`config.mk`:
```
export PLATFORM = sky130hd
export DESIGN_NAME = div_seq_flat
export DESIGN_NICKNAME = d
export VERILOG_FILES = /design/src/rtl/div_seq_pkg.sv /design/src/rtl/div_seq_if.sv /design/src/rtl/div_step.sv /design/src/rtl/div_seq.sv /design/src/flat_wrapper.sv
export SDC_FILE = /design/constraint.sdc
export NUM_CORES = 1
export LEC_CHECK = 0
export CAP_MARGIN = 20
export CELL_PAD_IN_SITES_DETAIL_PLACEMENT = 0
export CELL_PAD_IN_SITES_GLOBAL_PLACEMENT = 1
export CORE_UTILIZATION = 39
export CTS_BUF_LIST = sky130_fd_sc_hd__clkbuf_16
export CTS_CLUSTER_SIZE = 10
export DETAILED_ROUTE_END_ITERATION = 6
export PLACE_DENSITY = 0.79
export SETUP_SLACK_MARGIN = 0.4
export SYNTH_ARGS = -nofsm -noshare
export SYNTH_HDL_FRONTEND = slang
export SYNTH_SLANG_ARGS = --single-unit
```
`constraint.sdc`:
```
create_clock -name clock -period 5.1 [get_ports clock]
set_clock_uncertainty 0.2 [all_clocks]
set_input_delay 1.53 -clock clock [delete_from_list [all_inputs] [get_ports clock]]
set_output_delay 1.53 -clock clock [all_outputs]
set_load 0.03 [all_outputs]
```
`src/rtl/div_seq_pkg.sv`:
```
// Shared types and constants for the sequential 32-bit divider.
// Holds the FSM state encoding, the iteration count and a magnitude helper.
package div_seq_pkg;

    localparam int DIV_CYCLES = 32;
    localparam int CNT_W      = 6;

    typedef enum logic [1:0] {
        IDLE   = 2'd0,
        BYZERO = 2'd1,
        RUN    = 2'd2,
        DONE   = 2'd3
    } divState_e;

    function automatic logic [31:0] magnitude(input logic [31:0] value, input logic isNeg);
        return isNeg ? (~value + 32'd1) : value;
    endfunction

endpackage

```
`src/rtl/div_seq_if.sv`:
```
// Request/response bundle between the EX stage (master) and the divider (slave).
// Handshake: start is sampled only while the divider is IDLE; done pulses for one cycle with results valid.
interface div_seq_if #(parameter int WIDTH = 32);

    logic             start;
    logic             isSigned;
    logic [WIDTH-1:0] dividend;
    logic [WIDTH-1:0] divisor;
    logic             annul;
    logic             stall;
    logic             done;
    logic [WIDTH-1:0] quotient;
    logic [WIDTH-1:0] remainder;

    modport master (
        output start, isSigned, dividend, divisor, annul,
        input  stall, done, quotient, remainder
    );

    modport slave (
        input  start, isSigned, dividend, divisor, annul,
        output stall, done, quotient, remainder
    );

endinterface

```
`src/rtl/div_step.sv`:
```
// One restoring-division iteration: shift the next dividend bit into the
// partial remainder, trial-subtract the divisor and insert the quotient bit.
module div_step #(
    parameter int WIDTH = 32
) (
    input  logic [WIDTH:0]   remIn,
    input  logic [WIDTH-1:0] quoIn,
    input  logic [WIDTH-1:0] divisor,
    output logic [WIDTH:0]   remOut,
    output logic [WIDTH-1:0] quoOut
);

    logic [WIDTH+1:0] shifted;
    logic [WIDTH+1:0] trial;

    always_comb begin
        shifted = {remIn, quoIn[WIDTH-1]};
        trial   = shifted - {2'b00, divisor};
        // A clear sign bit means the divisor fits: keep the difference and emit a 1.
        if (!trial[WIDTH+1]) begin
            remOut = trial[WIDTH:0];
            quoOut = {quoIn[WIDTH-2:0], 1'b1};
        end else begin
            remOut = shifted[WIDTH:0];
            quoOut = {quoIn[WIDTH-2:0], 1'b0};
        end
    end

endmodule

```
`src/rtl/div_seq.sv`:
```
// Sequential 32-cycle restoring divider (DIV/DIVU) with divide-by-zero
// short path, pipeline stall request and annul (flush) support.
module div_seq
    import div_seq_pkg::*;
#(
    parameter int WIDTH = 32
) (
    input  logic       clock,
    input  logic       reset,
    div_seq_if.slave   io,
    output divState_e  dbgState
);

    divState_e          state, stateNext;
    logic [CNT_W-1:0]   count;
    logic [WIDTH:0]     remReg;
    logic [WIDTH-1:0]   quoReg;
    logic [WIDTH-1:0]   divReg;
    logic               signedReg;
    logic               dividendNeg;
    logic               divisorNeg;
    logic [WIDTH:0]     stepRem;
    logic [WIDTH-1:0]   stepQuo;
    logic [WIDTH-1:0]   quotientReg;
    logic [WIDTH-1:0]   remainderReg;
    logic               enterDone;
    logic               negQuo;
    logic               negRem;

    div_step #(.WIDTH(WIDTH)) u_step (
        .remIn   (remReg),
        .quoIn   (quoReg),
        .divisor (divReg),
        .remOut  (stepRem),
        .quoOut  (stepQuo)
    );

    always_comb begin
        stateNext = state;
        case (state)
            IDLE:    if (io.start) stateNext = (io.divisor == '0) ? BYZERO : RUN;
            BYZERO:  stateNext = DONE;
            RUN:     if (count == CNT_W'(DIV_CYCLES - 1)) stateNext = DONE;
            DONE:    stateNext = IDLE;
            default: stateNext = IDLE;
        endcase
        // Flush wins over everything, including a fresh start.
        if (io.annul) stateNext = IDLE;
    end

    assign enterDone = (stateNext == DONE) && (state != DONE);
    assign negQuo    = signedReg && (dividendNeg ^ divisorNeg);
    assign negRem    = signedReg && dividendNeg;

    always_ff @(posedge clock or negedge reset) begin
        if (!reset) begin
            state        <= IDLE;
            count        <= '0;
            remReg       <= '0;
            quoReg       <= '0;
            divReg       <= '0;
            signedReg    <= 1'b0;
            dividendNeg  <= 1'b0;
            divisorNeg   <= 1'b0;
            quotientReg  <= '0;
            remainderReg <= '0;
        end else begin
            state <= stateNext;
            if (state == IDLE && stateNext == RUN) begin
                count       <= '0;
                remReg      <= '0;
                signedReg   <= io.isSigned;
                dividendNeg <= io.dividend[WIDTH-1];
                divisorNeg  <= io.divisor[WIDTH-1];
                quoReg      <= magnitude(io.dividend, io.isSigned && io.dividend[WIDTH-1]);
                divReg      <= magnitude(io.divisor, io.isSigned && io.divisor[WIDTH-1]);
            end else if (state == RUN) begin
                count  <= count + 1'b1;
                remReg <= stepRem;
                quoReg <= stepQuo;
            end
            // Results change only when DONE is entered; the last step's outputs are used directly.
            if (enterDone) begin
                if (state == BYZERO) begin
                    quotientReg  <= '0;
                    remainderReg <= '0;
                end else begin
                    quotientReg  <= magnitude(stepQuo, negQuo);
                    remainderReg <= magnitude(stepRem[WIDTH-1:0], negRem);
                end
            end
        end
    end

    assign io.stall     = !io.annul && ((state == BYZERO) || (state == RUN) ||
                                        (state == IDLE && io.start));
    assign io.done      = (state == DONE);
    assign io.quotient  = quotientReg;
    assign io.remainder = remainderReg;
    assign dbgState     = state;

endmodule

```
`src/flat_wrapper.sv`:
```
// flat-port wrapper written by rule: the top's interface ports become plain ports
module div_seq_flat import div_seq_pkg::*;
#(
    parameter int WIDTH = 32
)
  (clock, reset, dbgState, io_start, io_isSigned, io_dividend, io_divisor, io_annul, io_stall, io_done, io_quotient, io_remainder);
  div_seq_if #(.WIDTH(WIDTH)) io_i ();
  input  logic clock;
  input  logic reset;
  output divState_e dbgState;
  input wire logic [$bits(io_i.start)-1:0] io_start;
  input wire logic [$bits(io_i.isSigned)-1:0] io_isSigned;
  input wire logic [$bits(io_i.dividend)-1:0] io_dividend;
  input wire logic [$bits(io_i.divisor)-1:0] io_divisor;
  input wire logic [$bits(io_i.annul)-1:0] io_annul;
  output wire logic [$bits(io_i.stall)-1:0] io_stall;
  output wire logic [$bits(io_i.done)-1:0] io_done;
  output wire logic [$bits(io_i.quotient)-1:0] io_quotient;
  output wire logic [$bits(io_i.remainder)-1:0] io_remainder;
  assign io_i.start = io_start;
  assign io_i.isSigned = io_isSigned;
  assign io_i.dividend = io_dividend;
  assign io_i.divisor = io_divisor;
  assign io_i.annul = io_annul;
  assign io_stall = io_i.stall;
  assign io_done = io_i.done;
  assign io_quotient = io_i.quotient;
  assign io_remainder = io_i.remainder;
  div_seq #(.WIDTH(WIDTH)) u_core (.clock(clock), .reset(reset), .io(io_i), .dbgState(dbgState));
endmodule
```
==> flow_metrics.py <==
metrics = {
    "sta": {
        "tightestPinTransition_ns": 0.982,
        "setup_viol": 0,
        "slew_headroom_pct": 34.5,
        "setup_tns_ns": 0,
        "rsz0062_at_grt": "false",
        "setup_ws_ns": 0.552,
        "finalHoldViolCount": 0,
        "fin_crit_sh_pct": 89.2,
        "max_freq_mhz": 220,
        "slew_violations": 0,
        "fin_crit_ns": 4.55,
    },
    "global_route": {
        "first_global_vias": 11200,
        "antenna_found_initial": 0,
        "grt_max_degree": 73,
        "track_usage_pct": 24.6,
        "grt_pass1_wl_mm": 64.2,
        "grt_overflow": 0,
    },
    "detailed_routing": {
        "drtAntennaViolNets": 0,
        "first_pass_iters": 5,
        "vias": 11900,
        "wl_per_cell_um": 19.5,
        "post_drt_via_cell_ratio": 5.65,
        "drt_first_iter_violations": 1041,
        "drc": 0,
        "wl_mm": 40.9,
    },
    "logic_synthesis": {
        "synth_top_area_share_pct": 33.9,
        "synth_area_um2": 12700,
        "synthesis.nets": 1635,
        "synth.area.top_cells": "dfrtp_1 (34%), nand2_1 (6.2%), xnor2_1 (5.7%)",
        "async_flop_share_pct": 100,
        "ys_ff_latch": 172,
        "ys_seq_area_share_pct": 33.9,
        "synth_cell_type_count": 84,
        "synth_most_common_cell": "nand2_1",
        "synthFlopType": "dfrtp_1",
        "synth_commonest_cells": "nand2_1 (211), dfrtp_1 (172), o21ai_0 (133), nor2_1 (127), a21oi_1 (89)",
        "synth.avg_cell_area_um2": 8.33,
        "synth_edf_count": 0,
        "synth_cells": 1523,
        "yosys.area.top_type": "dfrtp_1",
        "ys_warn_count": 0,
    },
    "floorplanning": {
        "initial_core_util_pct": 39.9,
        "ios": 137,
        "die_w_um": 182,
        "fp.coreArea_um2": 31800,
        "dieHeight_um": 182,
        "rows": 65,
        "dieArea_um2": 33300,
    },
    "setup_path": {
        "critPathArrivalTime_ns": 4.69,
        "cp_cell_sequence": "ha_2 > nand2_1 > nor4_4 > o21ai_4 > a31oi_4 > o21a_1 > nor2_4 > inv_2 > nor2_1 > a21oi_2 > ha_4 > nand2_1 > nor4_4 > a31oi_1 > buf_4 > nor4b_2 > o21ai_0 > a32o_1",
        "cp_slowest_stage_delay_ns": 0.45,
        "path_max_fanout": 7,
        "slowest_stage": "ha_2",
        "required_ns": 5.24,
        "critPathKind": "flop to flop",
        "worstSetupEndpointType": "flop",
        "critPathLaunchType": "flop",
    },
    "flow_run": {
        "cap_violations": 0,
    },
    "clock_tree": {
        "ctsRootBufferMaster": "clkbuf_16",
        "insertion_delay_ns": 0.45,
        "numCtsBuffers": 17,
        "hold_buffers": 0,
        "htree_num_levels": 4,
        "cts_buffer_depth": 2,
        "clock-sinks": 172,
        "path_clk_slew_ns": 0.08,
        "cts_tree": "done",
    },
    "finish": {
        "utilization_pct": 49.3,
        "n_fill_cell": 3102,
        "num_antenna_cells": 0,
        "drive_gt1_share_pct": 11.3,
        "fin_nets": 1764,
        "areaGrowthSynthToFinish_pct": 23.6,
    },
    "placement": {
        "dp_slack_ns": 0.0774,
        "hpwl_mm": 31.6,
        "numPortBuffers": 136,
        "place.gp.congestion": 0.949,
    },
    "status": {
        "status": "completed",
    },
    "worst_hold_path": {
        "hold_path.class": "flop to flop",
    },
}
==> kinds of logic (layout without fill, tap and decap cells) <==
logic type	count (synthesis)	in the layout	synth area share [%]
xor+xnor	138	138	9.52
fa+ha+maj	43	43	4.30
simple gates	523	523	20.0
buf+inv	144	286	4.71
flops	172	172	33.9
compound gates	434	434	22.1
mux	69	69	5.53
==> final timing paths <==
check                      slack (ns)                         startpoint  cells past startpoint                             endpoint
hold / removal                   0.28  u_core.io.quotient[0]$_DFFE_PN0P_                      2    u_core.io.quotient[0]$_DFFE_PN0P_
setup / recovery                 0.55       u_core.remReg[6]$_DFFE_PN0P_                     18  u_core.io.remainder[26]$_DFFE_PN0P_
min in group asynchronous        0.91                              reset                      1        u_core.remReg[16]$_DFFE_PN0P_
max in group asynchronous        2.90                              reset                      2   u_core.io.remainder[8]$_DFFE_PN0P_
hold reg to reg                  0.28  u_core.io.quotient[0]$_DFFE_PN0P_                      2    u_core.io.quotient[0]$_DFFE_PN0P_
setup reg to reg                 0.55       u_core.remReg[6]$_DFFE_PN0P_                     18  u_core.io.remainder[26]$_DFFE_PN0P_
==> placed cells by master (no fill, tap or decap), types with 6 or more instances in the layout <==
master / n
nand3_1: 14
o41ai_1: 13
or3_1: 16
dfrtp_1: 167
buf_4: 58
a21o_1: 9
o211ai_1: 15
and2_1: 12
ha_1: 28
inv_1: 55
clkinv_8: 6
clkbuf_16: 17
a21oi_2: 12
nand4_1: 10
mux2i_1: 59
or4_1: 8
a31oi_1: 13
o21a_1: 9
xnor2_1: 82
a211oi_1: 34
o21ai_1: 12
nor2_1: 125
xor2_1: 56
nand2_1: 210
and3_1: 6
clkdlybuf4s50_1: 134
nor3_1: 28
ha_4: 9
a21oi_1: 81
mux2_2: 9
nand2b_1: 10
nor2b_1: 9
nor4_1: 25
o31ai_1: 48
o21ai_0: 131
==> metrics by stage <==
step	instances	instance area (um2)	hold slack, ns
after floorplan	1523	12700	0.250
after global placement	2063	14700	0.262
after detailed placement	2063	14700	0.265
after CTS	2095	15400	0.282
after global routing	2100	15700	0.306
final	2100	15700	0.278
==> critical path, delay by kind of cell, from the launching register on <==
family / cells / cell delay (ns)
and+or+nand+nor: 7 / 1.35
adders and majority gates: 2 / 0.66
AOI/OAI and AO/OA: 7 / 1.45
DFF: 1 / 0.43
buffers and inverters: 2 / 0.33
==> state kept, by name, indices dropped and copies added, names as in the netlist <==
signal / cells
u_core.quoReg: 32
u_core.divisorNeg: 1
u_core.dividendNeg: 1
u_core.io.quotient: 32
u_core.io.remainder: 32
u_core.remReg: 33
u_core.dbgState: 2
u_core.count: 6
u_core.divReg: 32
u_core.signedReg: 1
==> per-layer routing <==
layer	share of wire [%]	up-vias	GRT usage, %
li1	-	5738	-
met1	49	5732	36.6
met2	45	349	38.0
met3	4.5	50	2.53
met4	1.7	0	5.85
met5	0	-	0
==> area by class of cell <==
cell class                 instances  area, um2  area share [%]
multi-input combinational       1207       8150            51.9
sequential                       172       4310            27.5
timing repair buffer             197       1850            11.8
tap                              435        544            3.47
clock buffer                      17        425            2.71
inverter                          57        214            1.36
clock inverter                    15        198            1.26
==> timing repair <==
action / CTS / global route
buffers inserted: 0 / 5
gates cloned: 0 / 0
endpoints found under the setup margin: 5 / 15
resized for setup: 7 / 60
pin swaps: 0 / 10
Power is left out: the tool's default activity adds up to more than one toggle a clock period on the data nets, which glitch-free logic cannot reach.
==> RTL edit: new RTL, same flow settings <==
Register the output `dbgState` once more, without a reset; this adds one clock of latency there. The other outputs are not delayed to match.
--- a/src/rtl/div_seq.sv
+++ b/src/rtl/div_seq.sv
@@ -98,5 +98,7 @@
     assign io.quotient  = quotientReg;
     assign io.remainder = remainderReg;
-    assign dbgState     = state;
+    always_ff @(posedge clock) begin
+        dbgState <= state;
+    end
 
 endmodule
Behaviour: not the same (Yosys sat finds a counterexample within 4 cycles, from zero or initial values and one cycle with reset low).
==> RTL edit against the original RTL <==
Wire length down 9.4%; utilization about the same; area after synthesis down 5.0%; sequential cell count up 2; non-clock buffer count down 6; critical path type is now input port to flop; critical endpoint is now u_core.quoReg[26]$_DFFE_PN0P_; maximum frequency down 1.8%; sequential share of layout area up 1.4 points; cell area down 4.1%; via count down 7.7%; setup slack worse by 0.082 ns.
Power is not shown: default switching activity piles up to over one toggle a cycle in this logic, so the estimate is an artifact.
==> RTL edit: results (changes against the original RTL) <==
| Metric | Value |
|---|---|
| Outcome | finished, final reports clean |
| Post-synthesis sequential area ratio | 0.3602 (+0.02112) |
| Post-synthesis mux area share | 0.05571 (+0.0004130) |
| Syn_nets | 1533 (-6.2%) |
| Largest net degree at the start of global routing | 84 (+15%) |
| Top cells by area, synth | dfrtp_1 (36%), o21ai_0 (6.2%), nand2_1 (5.5%) |
| Post-synthesis compound-gate area fraction | 0.2145 (-0.005958) |
| Dpl hpwl | 28120 µm (-11%) |
| Commonest cells in the netlist | nand2_1 (177), dfrtp_1 (172), o21ai_0 (149) |
| Avg Cell Area, Syn | 8.487 µm² (+1.8%) |
| Maximum fanout along the worst path | 4 (-3) |
| M3 GR Usage | 0.03406 (+0.008717) |
| Fillers | 2916 (-6.0%) |
| Tightest Pin Transition | 0.8248 ns (-0.1572 ns) |
| Gr usage total | 0.2387 (-0.007291) |
| GR Layer Usage met1 | 0.3518 (-0.01436) |
| DR vias | 10960 (-7.7%) |
| Nets | 1671 (-5.3%) |
| Global-route wire length before repair | 58310 µm (-9.2%) |
| Post-Synth XOR/XNOR Area | 0.1038 (+0.008630) |
| FFs w/ async S/R, synth | 0.9885 (-0.01149) |
| Proportion of layout cells with a drive suffix above 1 | 0.1050 (-0.007951) |
| Number of placed instances, taps included | 1933 (-6.3%) |
| Routed wire per std cell | 18.85 µm (-3.3%) |
| Worst r2r path cells | 15 (-3) |
| Initial DRC Count | 798 (-23%) |
## RTL edit: cell count changes after synthesis, sizes merged, moves of 13 or more
cell / unedited run / this run
a21oi: 93 / 75
o31ai: 50 / 34
xor2: 56 / 69
nor4: 32 / 16
nand2: 211 / 177
buf: 32 / 8
## RTL edit: cell families (layout without fill, tap and decap cells)
logic type,after synthesis,after routing
xor+xnor,143,143
buf+inv,127,278
mux,66,66
simple gates,461,461
compound gates,407,407
fa+ha+maj,43,43
flops,174,174
## RTL edit: final timing paths
check / startpoint / end
setup / recovery: io_dividend[10] / u_core.quoReg[26]$_DFFE_PN0P_
hold / removal: u_core.io.remainder[9]$_DFFE_PN0P_ / u_core.io.remainder[9]$_DFFE_PN0P_
setup reg to reg: u_core.quoReg[31]$_DFFE_PN0P_ / u_core.io.remainder[31]$_DFFE_PN0P_
hold reg to reg: u_core.io.remainder[9]$_DFFE_PN0P_ / u_core.io.remainder[9]$_DFFE_PN0P_
max in group asynchronous: reset / u_core.io.quotient[15]$_DFFE_PN0P_
min in group asynchronous: reset / u_core.io.remainder[16]$_DFFE_PN0P_
## RTL edit: timing repair
| action | in CTS | in global routing |
|---|---|---|
| pin swaps | 1 | 11 |
| setup endpoints to repair | 4 | 68 |
| resized for setup | 1 | 60 |
| hold endpoints to repair | 0 | 0 |
| hold buffers | 0 | 0 |
| setup buffers | 0 | 3 |
## RTL edit: per-stage QoR
step                area, µm²  worst slack [ns]  hold WS (ns)
finish                  15050            0.4699        0.2786
global route            15050            0.3737        0.3063
CTS                     14750            0.4205        0.2874
detailed placement      14110           -0.1150        0.2680
global placement        14110          -0.08270        0.2596
floorplan               12090            0.4298        0.2140
## RTL edit: critical path: stages
cell	delay, ns
clkdlybuf4s50_1	0.43
or4_4	0.58
or4_4	0.44
or4_4	0.50
or4_4	0.58
nor4_4	0.32
nor2_1	0.10
xor2_1	0.15
nand2_1	0.06
o21ai_0	0.07
## RTL edit: layout make-up
| type | count | area, µm² | area share |
|---|---|---|---|
| Multi-Input combinational cell | 1120 | 7525 | 0.5000 |
| Sequential cell | 174 | 4349 | 0.2890 |
| Timing Repair Buffer | 191 | 1838 | 0.1221 |
| Tap cell | 396 | 495.5 | 0.03292 |
| Clock buffer | 17 | 425.4 | 0.02826 |
| Clock inverter | 15 | 209.0 | 0.01388 |
| Inverter | 55 | 209.0 | 0.01388 |
## RTL edit: routing by layer
layer	wire length, µm	part of all wire	vias to the layer above
met5	0	0	-
met4	568	0.015	0
met3	1697	0.046	40
met2	16240	0.44	308
met1	18580	0.50	5252
li1	-	-	5358
